### config.mk
export PLATFORM = sky130hd
export DESIGN_NAME = id_ex_stage
export DESIGN_NICKNAME = d
export VERILOG_FILES = /design/src/rtl/id_ex_stage.sv
export SDC_FILE = /design/constraint.sdc
export NUM_CORES = 1
export LEC_CHECK = 0
export ABC_AREA = 1
export CORE_AREA = 2 2 150 152
export CTS_CLUSTER_DIAMETER = 200
export DETAILED_ROUTE_END_ITERATION = 8
export DIE_AREA = 0 0 152 154
export GPL_TIMING_DRIVEN = 0
export PLACE_DENSITY = 0.84
export SKIP_CTS_REPAIR_TIMING = 1
export SLEW_MARGIN = 5
export SYNTH_ARGS = -nofsm -noshare
export SYNTH_HDL_FRONTEND = slang
export SYNTH_SLANG_ARGS = --single-unit
### constraint.sdc
create_clock -name clock -period 2.3 [get_ports clock]
set_input_delay 0.345 -clock clock [delete_from_list [all_inputs] [get_ports clock]]
set_output_delay 0.345 -clock clock [all_outputs]
set_load 0.01 [all_outputs]
### src/rtl/id_ex_stage.sv
// ============================================================================
// id_ex_stage
// ----------------------------------------------------------------------------
// Purpose:
//   Pipeline register between decode and execute. It captures the decoded
//   instruction fields and the two register-file operands. A writeback in
//   the same cycle as the read is bypassed into the captured operands.
//   The stage also detects load-use hazards, inserts bubbles, holds on
//   execute stalls, kills on branch flushes, and counts hazard bubbles.
//
// Ports:
//   clock, reset           rising-edge clock, synchronous active-high reset
//   in_*                   decode-stage instruction fields and operands
//   wb_wEn/wb_write_sel/
//   wb_write_data          writeback port (same signals drive the regfile)
//   ex_stall               execute cannot accept; hold contents
//   flush                  kill the incoming instruction (taken branch/jump)
//   out_*                  registered execute-stage instruction fields
//   hazard_stall           combinational load-use hazard; fetch/decode hold
//   bubble_count           saturating count of inserted hazard bubbles
//
// Flow-control contract:
//   in_valid marks a real decode instruction. It is accepted on a clock
//   edge when flush, ex_stall and hazard_stall are all low. flush drops it.
//   ex_stall and hazard_stall both make the upstream stage hold and
//   re-present the same instruction. out_valid marks a real instruction in
//   execute. While ex_stall is high, the execute-side contents stay fixed,
//   except that operands are refreshed by retiring writebacks.
// ============================================================================
module id_ex_stage #(
    parameter int CTRL_W = 16,
    parameter int CNT_W  = 16
) (
    input  logic              clock,
    input  logic              reset,
    input  logic              in_valid,
    input  logic [31:0]       in_pc,
    input  logic [4:0]        in_rs1,
    input  logic [4:0]        in_rs2,
    input  logic [4:0]        in_rd,
    input  logic [31:0]       in_rs1_data,
    input  logic [31:0]       in_rs2_data,
    input  logic [31:0]       in_imm,
    input  logic [CTRL_W-1:0] in_ctrl,
    input  logic              in_mem_read,
    input  logic              in_reg_write,
    input  logic              wb_wEn,
    input  logic [4:0]        wb_write_sel,
    input  logic [31:0]       wb_write_data,
    input  logic              ex_stall,
    input  logic              flush,
    output logic              out_valid,
    output logic [31:0]       out_pc,
    output logic [4:0]        out_rs1,
    output logic [4:0]        out_rs2,
    output logic [4:0]        out_rd,
    output logic [31:0]       out_rs1_data,
    output logic [31:0]       out_rs2_data,
    output logic [31:0]       out_imm,
    output logic [CTRL_W-1:0] out_ctrl,
    output logic              out_mem_read,
    output logic              out_reg_write,
    output logic              hazard_stall,
    output logic [CNT_W-1:0]  bubble_count
);

    logic              valid_q,     valid_d;
    logic [31:0]       pc_q,        pc_d;
    logic [4:0]        rs1_q,       rs1_d;
    logic [4:0]        rs2_q,       rs2_d;
    logic [4:0]        rd_q,        rd_d;
    logic [31:0]       rs1_data_q,  rs1_data_d;
    logic [31:0]       rs2_data_q,  rs2_data_d;
    logic [31:0]       imm_q,       imm_d;
    logic [CTRL_W-1:0] ctrl_q,      ctrl_d;
    logic              mem_read_q,  mem_read_d;
    logic              reg_write_q, reg_write_d;
    logic [CNT_W-1:0]  bubble_q,    bubble_d;

    // The register file returns stale data when it is written and read in
    // the same cycle, so the writeback value is forwarded here. x0 is
    // hard-wired to zero and is never forwarded.
    logic        wb_live;
    logic        byp1;
    logic        byp2;
    logic [31:0] op1;
    logic [31:0] op2;

    assign wb_live = wb_wEn & (wb_write_sel != 5'd0);
    assign byp1    = wb_live & (wb_write_sel == in_rs1);
    assign byp2    = wb_live & (wb_write_sel == in_rs2);
    assign op1     = byp1 ? wb_write_data : in_rs1_data;
    assign op2     = byp2 ? wb_write_data : in_rs2_data;

    // A load in execute whose rd feeds the decode instruction. Its data
    // is not available until after execute, so one bubble is required.
    logic hazard;

    assign hazard = valid_q & mem_read_q & reg_write_q & (rd_q != 5'd0) &
                    in_valid & ((in_rs1 == rd_q) | (in_rs2 == rd_q));

    // Flush and execute stall already stop decode from advancing, so in
    // those cases the hazard does not need to be reported upstream.
    assign hazard_stall = hazard & ~flush & ~ex_stall;

    always_comb begin
        valid_d     = valid_q;
        pc_d        = pc_q;
        rs1_d       = rs1_q;
        rs2_d       = rs2_q;
        rd_d        = rd_q;
        rs1_data_d  = rs1_data_q;
        rs2_data_d  = rs2_data_q;
        imm_d       = imm_q;
        ctrl_d      = ctrl_q;
        mem_read_d  = mem_read_q;
        reg_write_d = reg_write_q;
        bubble_d    = bubble_q;

        if (flush) begin
            // The payload may load freely. Only the validity and
            // side-effect flags must be cleared.
            pc_d        = in_pc;
            rs1_d       = in_rs1;
            rs2_d       = in_rs2;
            rd_d        = in_rd;
            rs1_data_d  = op1;
            rs2_data_d  = op2;
            imm_d       = in_imm;
            ctrl_d      = in_ctrl;
            valid_d     = 1'b0;
            mem_read_d  = 1'b0;
            reg_write_d = 1'b0;
        end else if (ex_stall) begin
            // A held instruction must observe writebacks that retire
            // while it waits, or it would execute with stale operands.
            if (valid_q && wb_live) begin
                if (wb_write_sel == rs1_q) begin
                    rs1_data_d = wb_write_data;
                end
                if (wb_write_sel == rs2_q) begin
                    rs2_data_d = wb_write_data;
                end
            end
        end else if (hazard) begin
            valid_d     = 1'b0;
            mem_read_d  = 1'b0;
            reg_write_d = 1'b0;
            if (bubble_q != {CNT_W{1'b1}}) begin
                bubble_d = bubble_q + CNT_W'(1);
            end
        end else begin
            pc_d        = in_pc;
            rs1_d       = in_rs1;
            rs2_d       = in_rs2;
            rd_d        = in_rd;
            rs1_data_d  = op1;
            rs2_data_d  = op2;
            imm_d       = in_imm;
            ctrl_d      = in_ctrl;
            valid_d     = in_valid;
            // Gating with in_valid prevents a false hazard caused by
            // garbage flags on an empty decode slot.
            mem_read_d  = in_valid & in_mem_read;
            reg_write_d = in_valid & in_reg_write;
        end
    end

    always_ff @(posedge clock) begin
        if (reset) begin
            valid_q     <= 1'b0;
            pc_q        <= '0;
            rs1_q       <= '0;
            rs2_q       <= '0;
            rd_q        <= '0;
            rs1_data_q  <= '0;
            rs2_data_q  <= '0;
            imm_q       <= '0;
            ctrl_q      <= '0;
            mem_read_q  <= 1'b0;
            reg_write_q <= 1'b0;
            bubble_q    <= '0;
        end else begin
            valid_q     <= valid_d;
            pc_q        <= pc_d;
            rs1_q       <= rs1_d;
            rs2_q       <= rs2_d;
            rd_q        <= rd_d;
            rs1_data_q  <= rs1_data_d;
            rs2_data_q  <= rs2_data_d;
            imm_q       <= imm_d;
            ctrl_q      <= ctrl_d;
            mem_read_q  <= mem_read_d;
            reg_write_q <= reg_write_d;
            bubble_q    <= bubble_d;
        end
    end

    assign out_valid     = valid_q;
    assign out_pc        = pc_q;
    assign out_rs1       = rs1_q;
    assign out_rs2       = rs2_q;
    assign out_rd        = rd_q;
    assign out_rs1_data  = rs1_data_q;
    assign out_rs2_data  = rs2_data_q;
    assign out_imm       = imm_q;
    assign out_ctrl      = ctrl_q;
    assign out_mem_read  = mem_read_q;
    assign out_reg_write = reg_write_q;
    assign bubble_count  = bubble_q;

endmodule
==> impl_metrics.csv <==
group,metric,value,unit
status,status,"finished clean",
routing,vias_per_cell,4.96,
sta,setup_viol,0,
pwr,power_leakage,6.24,nW
critical_path,rr_endpoint,"bubble_count[8]$_SDFFE_PP0P_",
finish,stdcell_area,0.0134,sq mm
sta,fmax,0.458,GHz
routing,ant_nets,0,
finish,drive_above_1_share,0.0550,
yosys,synth_area_per_cell,6.38,sq um
worst_hold_path,hold_path_end,"out_rs2[2]$_SDFFE_PP0P_",
finish,syn_to_final_growth,55.8,%
critical_path,cp_cell_sequence,"ha_2, nand2_1, nor2_1, nand2_1, nor2_1, nor2_1, nand4_1, buf_4, nand2_1, a21oi_1",
clocking,numCtsBuffers,17,
clocking,cts_buffer_depth,2,
floorplan,die_y,154,um
worst_hold_path,holdPathStages,3,
routing,drcViolationCount,0,
finish,stdcell_count,2043,
place,place_hpwl,24800,um
yosys,synth.distinct_cells,23,
sta,slew_headroom,0.499,
finish,fin_util,0.620,
worst_hold_path,hold_path_class,"input pin to flip-flop",
place,gp_congestion,0.924,
sta,drv_slew,0,
global_route,grt_antenna_before_repair,0,
routing,wire_per_inst,15.6,um
clocking,cts_tree,"built",
sta,setup_slack,117,ps
critical_path,slowest_delay,440,ps
floorplan,initial_core_util,0.398,
yosys,synth_area_leaders,"dfxtp_1 41%, nand2_1 20%, nand3_1 10%",
sta,tightest_slew,752,ps
critical_path,slowest_stage,"dfxtp_1",
routing,drt_iter0_markers,527,
clocking,clockRootBuffer,"clkbuf_16",
sta,finalHoldViolCount,0,
worst_hold_path,worstHoldStart,"in_rs2[2]",
critical_path,rrSetupSlack,120,ps
critical_path,worst_ep_arrival_time,2540,ps
pwr,powerDensity,608,mW/mm^2
critical_path,r2r-start,"bubble_count[1]$_SDFFE_PP0P_",
sta,rsz0062_at_grt,"yes",
sta,timing.final.crit_share,0.949,
yosys,syn_nets,1556,
critical_path,path_max_fanout,10,
sta,final.setup_skew,12.5,ps
clocking,clk_pin_slew,80,ps
yosys,synth-edff-count,0,
global_route,grt_overflow,0,
critical_path,ff2ff_path_depth,10,
place,io_buffer_count,380,
critical_path,crit_buf_inv,1,
global_route,grt_pass1_vias,9501,
finish,final_nets,1955,
sta,period_needed,2180,ps
pwr,vdd_drop_max,0.000483,V
yosys,ys_seq_elements,178,
floorplan,core-area,0.0217,sq mm
global_route,track_usage,0.262,
yosys,seq_area_frac_synth,0.413,
critical_path,path_class,"flip-flop to flip-flop",
floorplan,ios,383,
routing,routed_wl,31900,um
floorplan,die_x,152,um
yosys,synth_ff_type,"dfxtp_1",
place,placedCellCount,2011,
clocking,htreeDepth,4,
floorplan,die-area,0.0234,sq mm
critical_path,critical-path-top-delay-family,"simple AND/OR/NAND/NOR gates",
routing,first_pass_iters,5,
clocking,cts.sinks,178,
yosys,netlist_area,0.00862,sq mm
yosys,syn_inst,1351,
global_route,grt_max_degree,19,
yosys,yosysTopAreaCell,"dfxtp_1",
global_route,grt_pass1_wl,49400,um
critical_path,required,2650,ps
yosys,synth_top_cell_area_share,0.413,
yosys,synth-async-reset-ratio,0,
critical_path,worstSetupStartpointType,"flip-flop",
critical_path,critPathCaptureType,"flip-flop",
finish,n_antenna_cell,0,
floorplan,rows,54,
place,pre_cts_ws,-500,ps
yosys,yosysWarnings,0,
clocking,clk_latency,430,ps
flow_run,drv_cap,0,
place,placedInstanceArea,0.0128,sq mm
sta,tns,0,ps
routing,num_vias,10100,
[worst max path at each step]
stage	start	depth (start not counted)	slack, ps	endpoint
3_5_place_dp	ex_stall	11	-500	out_rs2_data[21]$_SDFFE_PP0P_
3_3_place_gp	ex_stall	11	-440	out_rs2_data[24]$_SDFFE_PP0P_
6_report	bubble_count[1]$_SDFFE_PP0P_	10	120	bubble_count[8]$_SDFFE_PP0P_
2_1_floorplan	bubble_count[0]$_SDFFE_PP0P_	10	550	bubble_count[12]$_SDFFE_PP0P_
4_1_cts	out_rd[1]$_SDFFE_PP0P_	9	-470	hazard_stall
5_1_grt	in_rs2[1]	10	-20	hazard_stall
[cells by family after synthesis]
group	count (synthesis)	share of synthesized area
simple gates	807	0.382
buf+inv	217	0.105
flops	178	0.413
compound gates	120	0.0702
xor+xnor	28	0.0284
fa+ha+maj	1	0.00145
[worst min-delay path, stage by stage]
cell and delay (ps):
dlymetal6s2s_1 180, nand3_1 110, a21oi_1 60
[area by class of cell]
type | instances | area (sq um)
buffer | 84 | 417
clock buffer | 17 | 425
clock inverter | 15 | 186
fill | 1961 | 8250
inverter | 133 | 499
multi-input combinational | 956 | 4180
sequential | 178 | 3570
tap | 280 | 350
timing repair buffer | 380 | 3810
[power breakdown]
part	leakage, nW	switching (mW)	internal (mW)
registers	1.48	0.120	3.28
logic	4.47	0.793	0.902
clock network	0.294	1.41	1.66
total	6.24	2.32	5.84
[cell usage in the layout, fill, tap and decap left out, types with 3 or more instances in the layout]
| cell type | count |
|---|---|
| a21oi_1 | 113 |
| nand2_1 | 449 |
| xor2_1 | 15 |
| buf_2 | 30 |
| nand4_1 | 7 |
| dfxtp_2 | 5 |
| nand3_1 | 172 |
| xnor2_1 | 13 |
| inv_6 | 5 |
| clkbuf_16 | 17 |
| inv_8 | 3 |
| buf_1 | 8 |
| clkbuf_2 | 9 |
| nor2_1 | 171 |
| dfxtp_1 | 173 |
| clkbuf_1 | 29 |
| clkdlybuf4s50_1 | 378 |
| inv_2 | 5 |
| o21ai_0 | 5 |
| inv_1 | 128 |
| buf_6 | 6 |
[stage by stage]
step / power (mW) / hold slack, ps
3_3_place_gp: 5.12 / 445
2_1_floorplan: 4.17 / 483
5_1_grt: 8.50 / 317
4_1_cts: 8.21 / 461
6_report: 8.17 / 308
3_5_place_dp: 5.15 / 449
[state kept, by name (all words and copies together) (netlist names)]
register / cells
out_rs2_data: 32
out_imm: 32
out_reg_write: 1
out_pc: 32
out_rs1: 5
out_rs2: 5
out_ctrl: 16
out_rd: 5
out_valid: 1
out_mem_read: 1
bubble_count: 16
out_rs1_data: 32
[cells in the mapped netlist, types with 5 or more instances]
library cell / number
xnor2_1: 13
dfxtp_1: 178
nand4_1: 7
buf_2: 31
nand3_1: 175
inv_1: 128
clkbuf_1: 30
xor2_1: 15
nand2_1: 449
buf_6: 6
nor2_1: 171
buf_1: 15
a21oi_1: 113
o21ai_0: 5
inv_2: 5
[per-layer routing]
metal / wire (um) / track usage / up-vias
met5: 0 / 0 / -
met4: 1120 / 0.116 / 0
met3: 2430 / 0.0657 / 72
met2: 15500 / 0.449 / 459
met1: 12900 / 0.311 / 4615
li1: - / - / 4983
No activity file was read; power rests on OpenSTA's default activity.
